[src/rtl/spi_slave.sv]
// Mode-0 SPI slave oversampled in the clk domain: 9-bit RX byte port with a first-of-frame flag, MISO fed from a one-entry TX holding register.
// Latency: pin edges are detected 3 clk after first sample, o_rx_valid follows 1 clk later, and MISO updates 1 clk after a detected SCLK fall or CS assert.
// Backpressure: none on RX; a TX load that finds no data sends 0x00 and pulses o_tx_underrun, and a write to a full holding register is dropped.
module spi_slave #(
  parameter SPI_FIRST_DATA = "MSB",
  parameter int SPI_CS_POL = 0
) (
  input  logic       clk,
  input  logic       reset,
  input  logic       i_spi_clk,
  input  logic       i_spi_cs,
  input  logic       i_spi_mosi,
  output logic       o_spi_miso,
  output logic       o_spi_miso_oe,
  output logic [8:0] ov_rx_data,
  output logic       o_rx_valid,
  input  logic [7:0] iv_tx_data,
  input  logic       i_tx_wr,
  output logic       o_tx_empty,
  output logic       o_tx_underrun,
  output logic       o_frame_active,
  output logic       o_frame_end
);

  localparam bit MSB_FIRST = (SPI_FIRST_DATA == "MSB");

  typedef enum logic {IDLE, ACTIVE} state_t;

  state_t     state;
  logic [2:0] sclk_sync;
  logic [2:0] cs_sync;
  logic [1:0] mosi_sync;
  logic [2:0] bit_cnt;
  logic       byte_done;
  logic       first_flag;
  logic [7:0] rx_shift;
  logic [7:0] tx_shift;
  logic [7:0] hold_dat;

  logic cs_act;
  logic sclk_rise, sclk_fall, cs_on, cs_off;
  logic rx_en, tx_load, tx_shift_en;
  logic [7:0] rx_next;

  assign cs_act = (SPI_CS_POL != 0) ? i_spi_cs : ~i_spi_cs;

  // The CS chain resets to "asserted", so a CS still held active when reset
  // releases produces no cs_on; the master must deassert and reassert.
  always_ff @(posedge clk or posedge reset) begin
    if (reset) begin
      sclk_sync <= 3'b000;
      cs_sync   <= 3'b111;
      mosi_sync <= 2'b00;
    end else begin
      sclk_sync <= {sclk_sync[1:0], i_spi_clk};
      cs_sync   <= {cs_sync[1:0], cs_act};
      mosi_sync <= {mosi_sync[0], i_spi_mosi};
    end
  end

  assign sclk_rise = sclk_sync[1] & ~sclk_sync[2];
  assign sclk_fall = ~sclk_sync[1] & sclk_sync[2];
  assign cs_on     = cs_sync[1] & ~cs_sync[2];
  assign cs_off    = ~cs_sync[1] & cs_sync[2];

  assign rx_en       = (state == ACTIVE) && !cs_off && sclk_rise;
  assign tx_load     = ((state == IDLE) && cs_on) ||
                       ((state == ACTIVE) && !cs_off && sclk_fall && byte_done);
  assign tx_shift_en = (state == ACTIVE) && !cs_off && sclk_fall && !byte_done;
  assign rx_next     = MSB_FIRST ? {rx_shift[6:0], mosi_sync[1]}
                                 : {mosi_sync[1], rx_shift[7:1]};

  assign o_spi_miso    = MSB_FIRST ? tx_shift[7] : tx_shift[0];
  assign o_spi_miso_oe = o_frame_active;

  always_ff @(posedge clk or posedge reset) begin
    if (reset) begin
      state          <= IDLE;
      bit_cnt        <= 3'd0;
      byte_done      <= 1'b0;
      first_flag     <= 1'b0;
      rx_shift       <= 8'h00;
      tx_shift       <= 8'h00;
      hold_dat       <= 8'h00;
      o_tx_empty     <= 1'b1;
      ov_rx_data     <= 9'h000;
      o_rx_valid     <= 1'b0;
      o_tx_underrun  <= 1'b0;
      o_frame_active <= 1'b0;
      o_frame_end    <= 1'b0;
    end else begin
      o_rx_valid    <= 1'b0;
      o_tx_underrun <= 1'b0;
      o_frame_end   <= 1'b0;

      if (state == IDLE) begin
        if (cs_on) begin
          state          <= ACTIVE;
          o_frame_active <= 1'b1;
          first_flag     <= 1'b1;
          bit_cnt        <= 3'd0;
          byte_done      <= 1'b0;
        end
      end else if (cs_off) begin
        // A partial byte is simply abandoned; the shifter is overwritten next frame.
        state          <= IDLE;
        o_frame_active <= 1'b0;
        o_frame_end    <= 1'b1;
        bit_cnt        <= 3'd0;
        byte_done      <= 1'b0;
        first_flag     <= 1'b0;
      end else begin
        if (rx_en) begin
          rx_shift <= rx_next;
          bit_cnt  <= bit_cnt + 3'd1;
          if (bit_cnt == 3'd7) begin
            byte_done  <= 1'b1;
            ov_rx_data <= {first_flag, rx_next};
            o_rx_valid <= 1'b1;
            first_flag <= 1'b0;
          end
        end
        if (sclk_fall && byte_done)
          byte_done <= 1'b0;
      end

      // A write that coincides with a load while full is dropped like any other.
      if (tx_load) begin
        if (!o_tx_empty) begin
          tx_shift   <= hold_dat;
          o_tx_empty <= 1'b1;
        end else if (i_tx_wr) begin
          tx_shift <= iv_tx_data;
        end else begin
          tx_shift      <= 8'h00;
          o_tx_underrun <= 1'b1;
        end
      end else begin
        if (tx_shift_en)
          tx_shift <= MSB_FIRST ? {tx_shift[6:0], 1'b0} : {1'b0, tx_shift[7:1]};
        if (i_tx_wr && o_tx_empty) begin
          hold_dat   <= iv_tx_data;
          o_tx_empty <= 1'b0;
        end
      end
    end
  end

endmodule

[config.mk]
export PLATFORM = sky130hd
export DESIGN_NAME = spi_slave
export DESIGN_NICKNAME = d
export VERILOG_FILES = /design/src/rtl/spi_slave.sv
export SDC_FILE = /design/constraint.sdc
export NUM_CORES = 1
export LEC_CHECK = 0
export ABC_AREA = 0
export CAP_MARGIN = 20
export CORE_MARGIN = 2
export CORE_UTILIZATION = 40
export DETAILED_ROUTE_END_ITERATION = 8
export PLACE_DENSITY = 0.72
export SLEW_MARGIN = 20
export SYNTH_ARGS = -nofsm -noshare
export SYNTH_HDL_FRONTEND = slang
export SYNTH_SLANG_ARGS = --single-unit
[constraint.sdc]
create_clock -name clk -period 2.3 [get_ports clk]
set_input_delay 0.46 -clock clk [delete_from_list [all_inputs] [get_ports clk]]
set_output_delay 0.46 -clock clk [all_outputs]
set_load 0.03 [all_outputs]
==> metrics.md, run 1 <==
| Metric | Value |
|---|---|
| Slew @ Worst Pin | 543 ps |
| Post-Synth XOR/XNOR Area | 0% |
| CP required | 1840 ps |
| Max Clk Rate | 501 MHz |
| Post-synthesis sequential element count | 51 |
| Mapped Cells | 184 |
| Fin crit share | 86.8% |
| Congestion Overflow GR | 0 |
| Mapped Nets | 200 |
| Post-route clock skew | 9.24 ps |
| Routed vias/inst | 4.98 |
| Clock transition at path regs | 90 ps |
| Longest Clk Path Bufs | 2 |
| RSZ-0062 raised after global routing | no |
| Adder-Cell Fraction of Synth Area | 1.12% |
| Final hold vios | 0 |
| CTS tree | done |
| Post-synthesis compound-gate area fraction | 11.9% |
| Max-slew headroom | 63.7% |
| Tmin final | 2000 ps |
| Vias in the first global route | 1383 |
| Critical Path, Cell by Cell | clkdlybuf4s50_1 |
| Top cells by count, synth | 47 x dfrtp_1, 26 x nand2_1, 10 x inv_1 |
| Max_cap viols | 0 |
| Detail Placement HPWL | 2630 microns |
| Share of layout cells above drive strength 1 | 18.3% |
| Die H | 78.6 microns |
| Die Wd | 78.6 microns |
| Slew Viols, Final | 0 |
| Final setup viols | 0 |
| Maximum vdd drop | 0.334 mV |
| Buffers and inverters on the worst path | 1 |
| GPL Wtd Cong | 0.759 |
| Residual DRC | 0 |
| H-tree depth | 2 |
| Hold_buf cts | 0 |
| Top Ports | 30 |
| WL final | 3710 microns |
| Worst-Skew Late Latency | 310 ps |
| Post-CTS sizing | 0 |
| Mux cell area share after synthesis | 10.5% |
| Initial antenna violation count | 0 |
| First-pass GRT wire length | 6510 microns |
| Clock Root Buffer | clkbuf_8 |
| Worst setup EP type | output pin |
| Remaining antenna violation count after routing | 0 |
| Syn avg cell area | 12.1 sq um |
| Most frequent cell after synthesis | dfrtp_1 |
| Crit path max-delay family | buffers and inverters |
| Placeable Area | 5440 sq um |
| Max incr delay on CP | 670 ps |
| Num Clock Sinks | 51 |
| CTS Buf Count | 5 |
| Post-CTS Setup Bufs | 0 |
| Ys Warns | 0 |
| Drt first pass iters | 4 |
| Area leader, netlist | dfrtp_1 |
| Crit-path max FO | 5 |
| WL/cell | 12.7 microns |
| Simple-Gate Fraction of Synth Area | 15.7% |
| Status | complete, no violations |
| Leak pwr | 1.24 nW |
| Fin cells | 291 |
| Final TNS setup | 0 ps |
| Top-area cell type share of the netlist area | 52.9% |
| Rows | 27 |
| Seq/Total Area, Yosys | 57.6% |
| Hold Crit Class | flip-flop to flip-flop |
| PwrDens | 765 nW/um^2 |
| ANT cells | 0 |
| Largest family of logic cells by synthesized area | simple AND/OR/NAND/NOR gates |
| Die area | 6170 sq um |
| Largest cells by area after synthesis | dfrtp_1 53%, mux2_4 5.4%, dfstp_2 4.7% |
| Primary FF master, synth | dfrtp_1 |
| Synthesis-to-layout area growth | 21.4% |
| Total Power | 0.00207 W |
| Fin util | 49.7% |
| Synth cell types | 41 |
| GRT Total Usage | 13.4% |
| Dpl cells | 283 |
| Largest net degree at the start of global routing | 24 |
| Post-synth EDFFs | 0 |
| Critical path class | flip-flop to output pin |
| Drt first-iter violations | 102 |
| Startpoint Class | flip-flop |
| CP max stage cell | clkdlybuf4s50_1 |
| I/O Buffers | 29 |
| Layout Nets | 234 |
| Vias | 1448 |
| CP arrival | 1540 ps |
| Synthesized area | 2220 sq um |
| Initial Util | 40.9% |
| Asr flop ratio synth | 100% |
| Fill count | 463 |
cells by family (layout without fill, tap and decap cells):
| kind of cell | count (synthesis) | count (layout) |
|---|---|---|
| buffers and inverters | 16 | 51 |
| AND/OR/NAND/NOR | 61 | 61 |
| flip-flops | 51 | 51 |
| multiplexers | 18 | 18 |
| AO/OA/AOI/OAI | 36 | 36 |
| adder cells (fa/ha/maj) | 2 | 2 |
per-layer routing:
| metal | share of wire (%) | routed length (microns) | track usage (%) | vias to the layer above |
|---|---|---|---|---|
| li1 | - | - | - | 714 |
| met1 | 50 | 1860 | 18.7 | 709 |
| met2 | 45 | 1660 | 19.9 | 19 |
| met3 | 3.2 | 120 | 3.79 | 6 |
| met4 | 1.9 | 72 | 5.26 | 0 |
| met5 | 0 | 0 | 0 | - |
worst register-to-register path, cell delays in order, from the launching register on:
cell and delay (ps):
dfstp_2 610, nand2b_1 210, and3_1 420, nand2_2 260, mux2_1 370
final cells by class:
class	instances	area (sq um)	share of cell area, %
Clock buffer	5	68.8	2.55
Clock inverter	3	18.8	0.695
Inverter	10	37.5	1.39
Multi-Input combinational cell	117	872	32.3
Sequential cell	51	1280	47.4
Tap cell	72	90.1	3.33
Timing Repair Buffer	33	333	12.3
where the power goes:
group | total (W) | internal [W] | switching (W)
Sequential | 0.00115 | 0.00105 | 0.000103
Clock | 0.000508 | 0.000215 | 0.000294
Combinational | 0.000404 | 0.000227 | 0.000178
flip-flops by register name, summed over array words and instances (netlist names):
name            count
hold_dat            8
ov_rx_data          9
o_tx_empty          1
first_flag          1
cs_sync             3
sclk_sync           3
tx_shift            8
mosi_sync           2
byte_done           1
bit_cnt             3
o_tx_underrun       1
o_frame_active      1
state               1
rx_shift            7
o_rx_valid          1
o_frame_end         1
stage by stage:
step	hold WS [ps]	setup slack [ps]	cell area, sq um
after detailed placement	335	318	2610
after CTS	357	289	2700
after global placement	334	378	2610
after floorplan	331	469	2220
after global routing	363	120	2700
final	354	305	2700
placed cells by master, fill, tap and decap left out, drive strengths merged, types with 2 or more instances in the layout:
master and instances:
clkbuf 5, dfrtp 47, nor3 2, nand3 5, nand2b 3, buf 4, nor2 7, inv 11
nand2 27, clkdlybuf4s50 29, a22o 8, ha 2, dfstp 4, o21a 4, o221ai 4, or3 3
mux2 18, a21oi 5, nor2b 6, o21ai 6, a31oi 5, clkinv 2
final timing paths:
path	to	cells after the start	slack (ps)	startpoint
min in group asynchronous	tx_shift[4]	2	440	reset
max reg2reg	ov_rx_data[0]	4	320	cs_sync[1]
max in group asynchronous	cs_sync[1]	3	1280	reset
min reg2reg	sclk_sync[1]	0	350	sclk_sync[0]
min	sclk_sync[1]	0	350	sclk_sync[0]
max	o_tx_empty	1	300	o_tx_empty
Note: power is estimated with default switching activity, not from simulation.
==> inputs of run 2 (changes only) <==
- SKIP_CTS_REPAIR_TIMING: default -> 1
==> results of run 2 <==
The final DEF is identical to that of run 1; final timing and power are the same.
==> inputs of run 3 (changes only) <==
- CORE_UTILIZATION: 40 -> 25
- GPL_ROUTABILITY_DRIVEN: default -> 0
- PLACE_DENSITY: 0.72 -> 0.54
==> metrics.md, run 3 (synthesized netlist as in run 1, its figures left out) <==
| Metric | Value |
|---|---|
| Final hold vios | 0 (unchanged) |
| Startpoint Class | flip-flop |
| Max Clk Rate | 513 MHz (+2.3%) |
| Max-slew headroom | 62.4% (-1.3 points) |
| Area after DPL | 2660 sq um (+1.7%) |
| Worst setup EP type | output pin |
| Slew @ Worst Pin | 562 ps (+18.7 ps) |
| Final instance area | 2780 sq um (+2.9%) |
| Total Power | 0.00222 W (+7.4%) |
| Fill count | 909 (+96%) |
| Num Clock Sinks | 51 (unchanged) |
| Leak pwr | 1.26 nW (+1.1%) |
| CTS Buf Count | 5 (unchanged) |
| Rows | 34 (+26%) |
| Hold Crit Class | flip-flop to flip-flop |
| CP arrival | 1490 ps (-50 ps) |
| Worst reg-to-reg path cell count | 4 (unchanged) |
| Max reg flops | 9 (unchanged) |
| Top Registers | ov_rx_data x9, hold_dat x8, tx_shift x8 |
| Clock transition at path regs | 90 ps (about the same) |
| Largest net degree at the start of global routing | 31 (+29%) |
| Maximum vdd drop | 0.294 mV (-12%) |
| I/O Buffers | 29 (unchanged) |
| Fin cells | 327 (+12%) |
| CP Depth | 1 (unchanged) |
| CP max stage cell | clkdlybuf4s50_1 |
| Tmin final | 1950 ps (-44.3 ps) |
| Top Ports | 30 (unchanged) |
| WL/cell | 12.2 microns (-3.9%) |
| GRT Total Usage | 8.87% (-4.6 points) |
| Dpl cells | 319 (+13%) |
| Crit-path max FO | 2 (-3) |
| Residual DRC | 0 (unchanged) |
| Synthesis-to-layout area growth | 25.0% |
| Critical Path, Cell by Cell | clkdlybuf4s50_1 |
| Clock Root Buffer | clkbuf_8 |
| ANT cells | 0 (unchanged) |
| Most common cell after layout, fill and taps aside | dfrtp_1 |
| Vias | 1448 (unchanged) |
| Pre-CTS setup slack | 348 ps (+29.5 ps) |
| Max_cap viols | 0 (unchanged) |
| H-tree depth | 2 (unchanged) |
| Post-route clock skew | 8.97 ps (-0.269 ps) |
| Placeable Area | 8680 sq um (+60%) |
| RSZ-0062 raised after global routing | no |
| Initial antenna violation count | 0 (unchanged) |
| Drt first-iter violations | 70 (-31%) |
| Layout Nets | 234 (unchanged) |
| Hold Path Depth | 0 (unchanged) |
| Max incr delay on CP | 660 ps (about the same) |
| Buffers and inverters on the worst path | 1 (unchanged) |
| Die H | 98.3 microns (+25%) |
| Final setup viols | 0 (unchanged) |
| First-pass GRT wire length | 7020 microns (+8.0%) |
| Fin crit share | 84.8% (-1.9 points) |
| Initial Util | 25.6% (-15 points) |
| Crit path max-delay family | buffers and inverters |
| Detail Placement HPWL | 2820 microns (+7.0%) |
| Die Wd | 98.3 microns (+25%) |
| Die area | 9670 sq um (+57%) |
| Drt first pass iters | 4 (unchanged) |
| Remaining antenna violation count after routing | 0 (unchanged) |
| Status | complete, no violations |
| Most flops, register | ov_rx_data |
| Share of layout cells above drive strength 1 | 18.3% (unchanged) |
| Critical path class | flip-flop to output pin |
| CTS tree | done |
| Most frequent cells in the layout | 47 x dfrtp_1, 29 x clkdlybuf4s50_1, 26 x nand2_1 |
| Longest Clk Path Bufs | 2 (unchanged) |
| Routed vias/inst | 4.43 (-11%) |
| Worst Slack Setup Final | 349 ps (+44.3 ps) |
| Vias in the first global route | 1443 (+4.3%) |
| Worst-Skew Late Latency | 300 ps (about the same) |
| Final TNS setup | 0 ps (unchanged) |
| Slew Viols, Final | 0 (unchanged) |
| Congestion Overflow GR | 0 (unchanged) |
| CP required | 1840 ps (about the same) |
| WL final | 4000 microns (+8.0%) |
| PwrDens | 798 nW/um^2 (+4.3%) |
==> run 3: changes by cell type in the layout (fill, tap and decap cells not counted), sizes merged <==
cell / before / now
bufinv: 0 / 1
clkbuf: 5 / 6
clkinv: 2 / 0
==> run 3: final cells by class <==
class | instances | area (sq um) | area share [%]
sequential | 51 | 1280 | 46.1
multi-input combinational | 117 | 872 | 31.4
inverter | 10 | 37.5 | 1.35
tap | 108 | 135 | 4.86
timing repair buffer | 33 | 333 | 12.0
clock inverter | 2 | 38.8 | 1.40
clock buffer | 6 | 82.6 | 2.97
==> run 3: metal layers <==
| metal | GRT usage [%] | vias up | wire length (microns) |
|---|---|---|---|
| met5 | 0 | - | 0 |
| met4 | 3.79 | 0 | 70 |
| met3 | 1.86 | 6 | 100 |
| met2 | 12.8 | 19 | 1840 |
| met1 | 12.9 | 710 | 1990 |
| li1 | - | 713 | - |
==> run 3: final timing paths <==
kind | slack, ps | to | startpoint
worst max register to register | 450 | hold_dat[2] | state
worst max-delay path | 350 | o_tx_empty | o_tx_empty
worst min-delay path | 360 | mosi_sync[1] | mosi_sync[0]
worst min register to register | 360 | mosi_sync[1] | mosi_sync[0]
min in group asynchronous | 490 | rx_shift[0] | reset
max in group asynchronous | 1200 | o_tx_empty | reset
==> run 3: power breakdown <==
part / switching, W / internal [W]
Combinational: 0.000182 / 0.000227
Sequential: 0.0000996 / 0.00105
Clock: 0.000302 / 0.000358
==> run 3: through the flow <==
stage,hold slack [ps],utilization [%]
6_report,356,32.0
5_1_grt,373,32.0
4_1_cts,360,32.0
3_5_place_dp,337,30.6
3_3_place_gp,335,30.6
2_1_floorplan,331,-
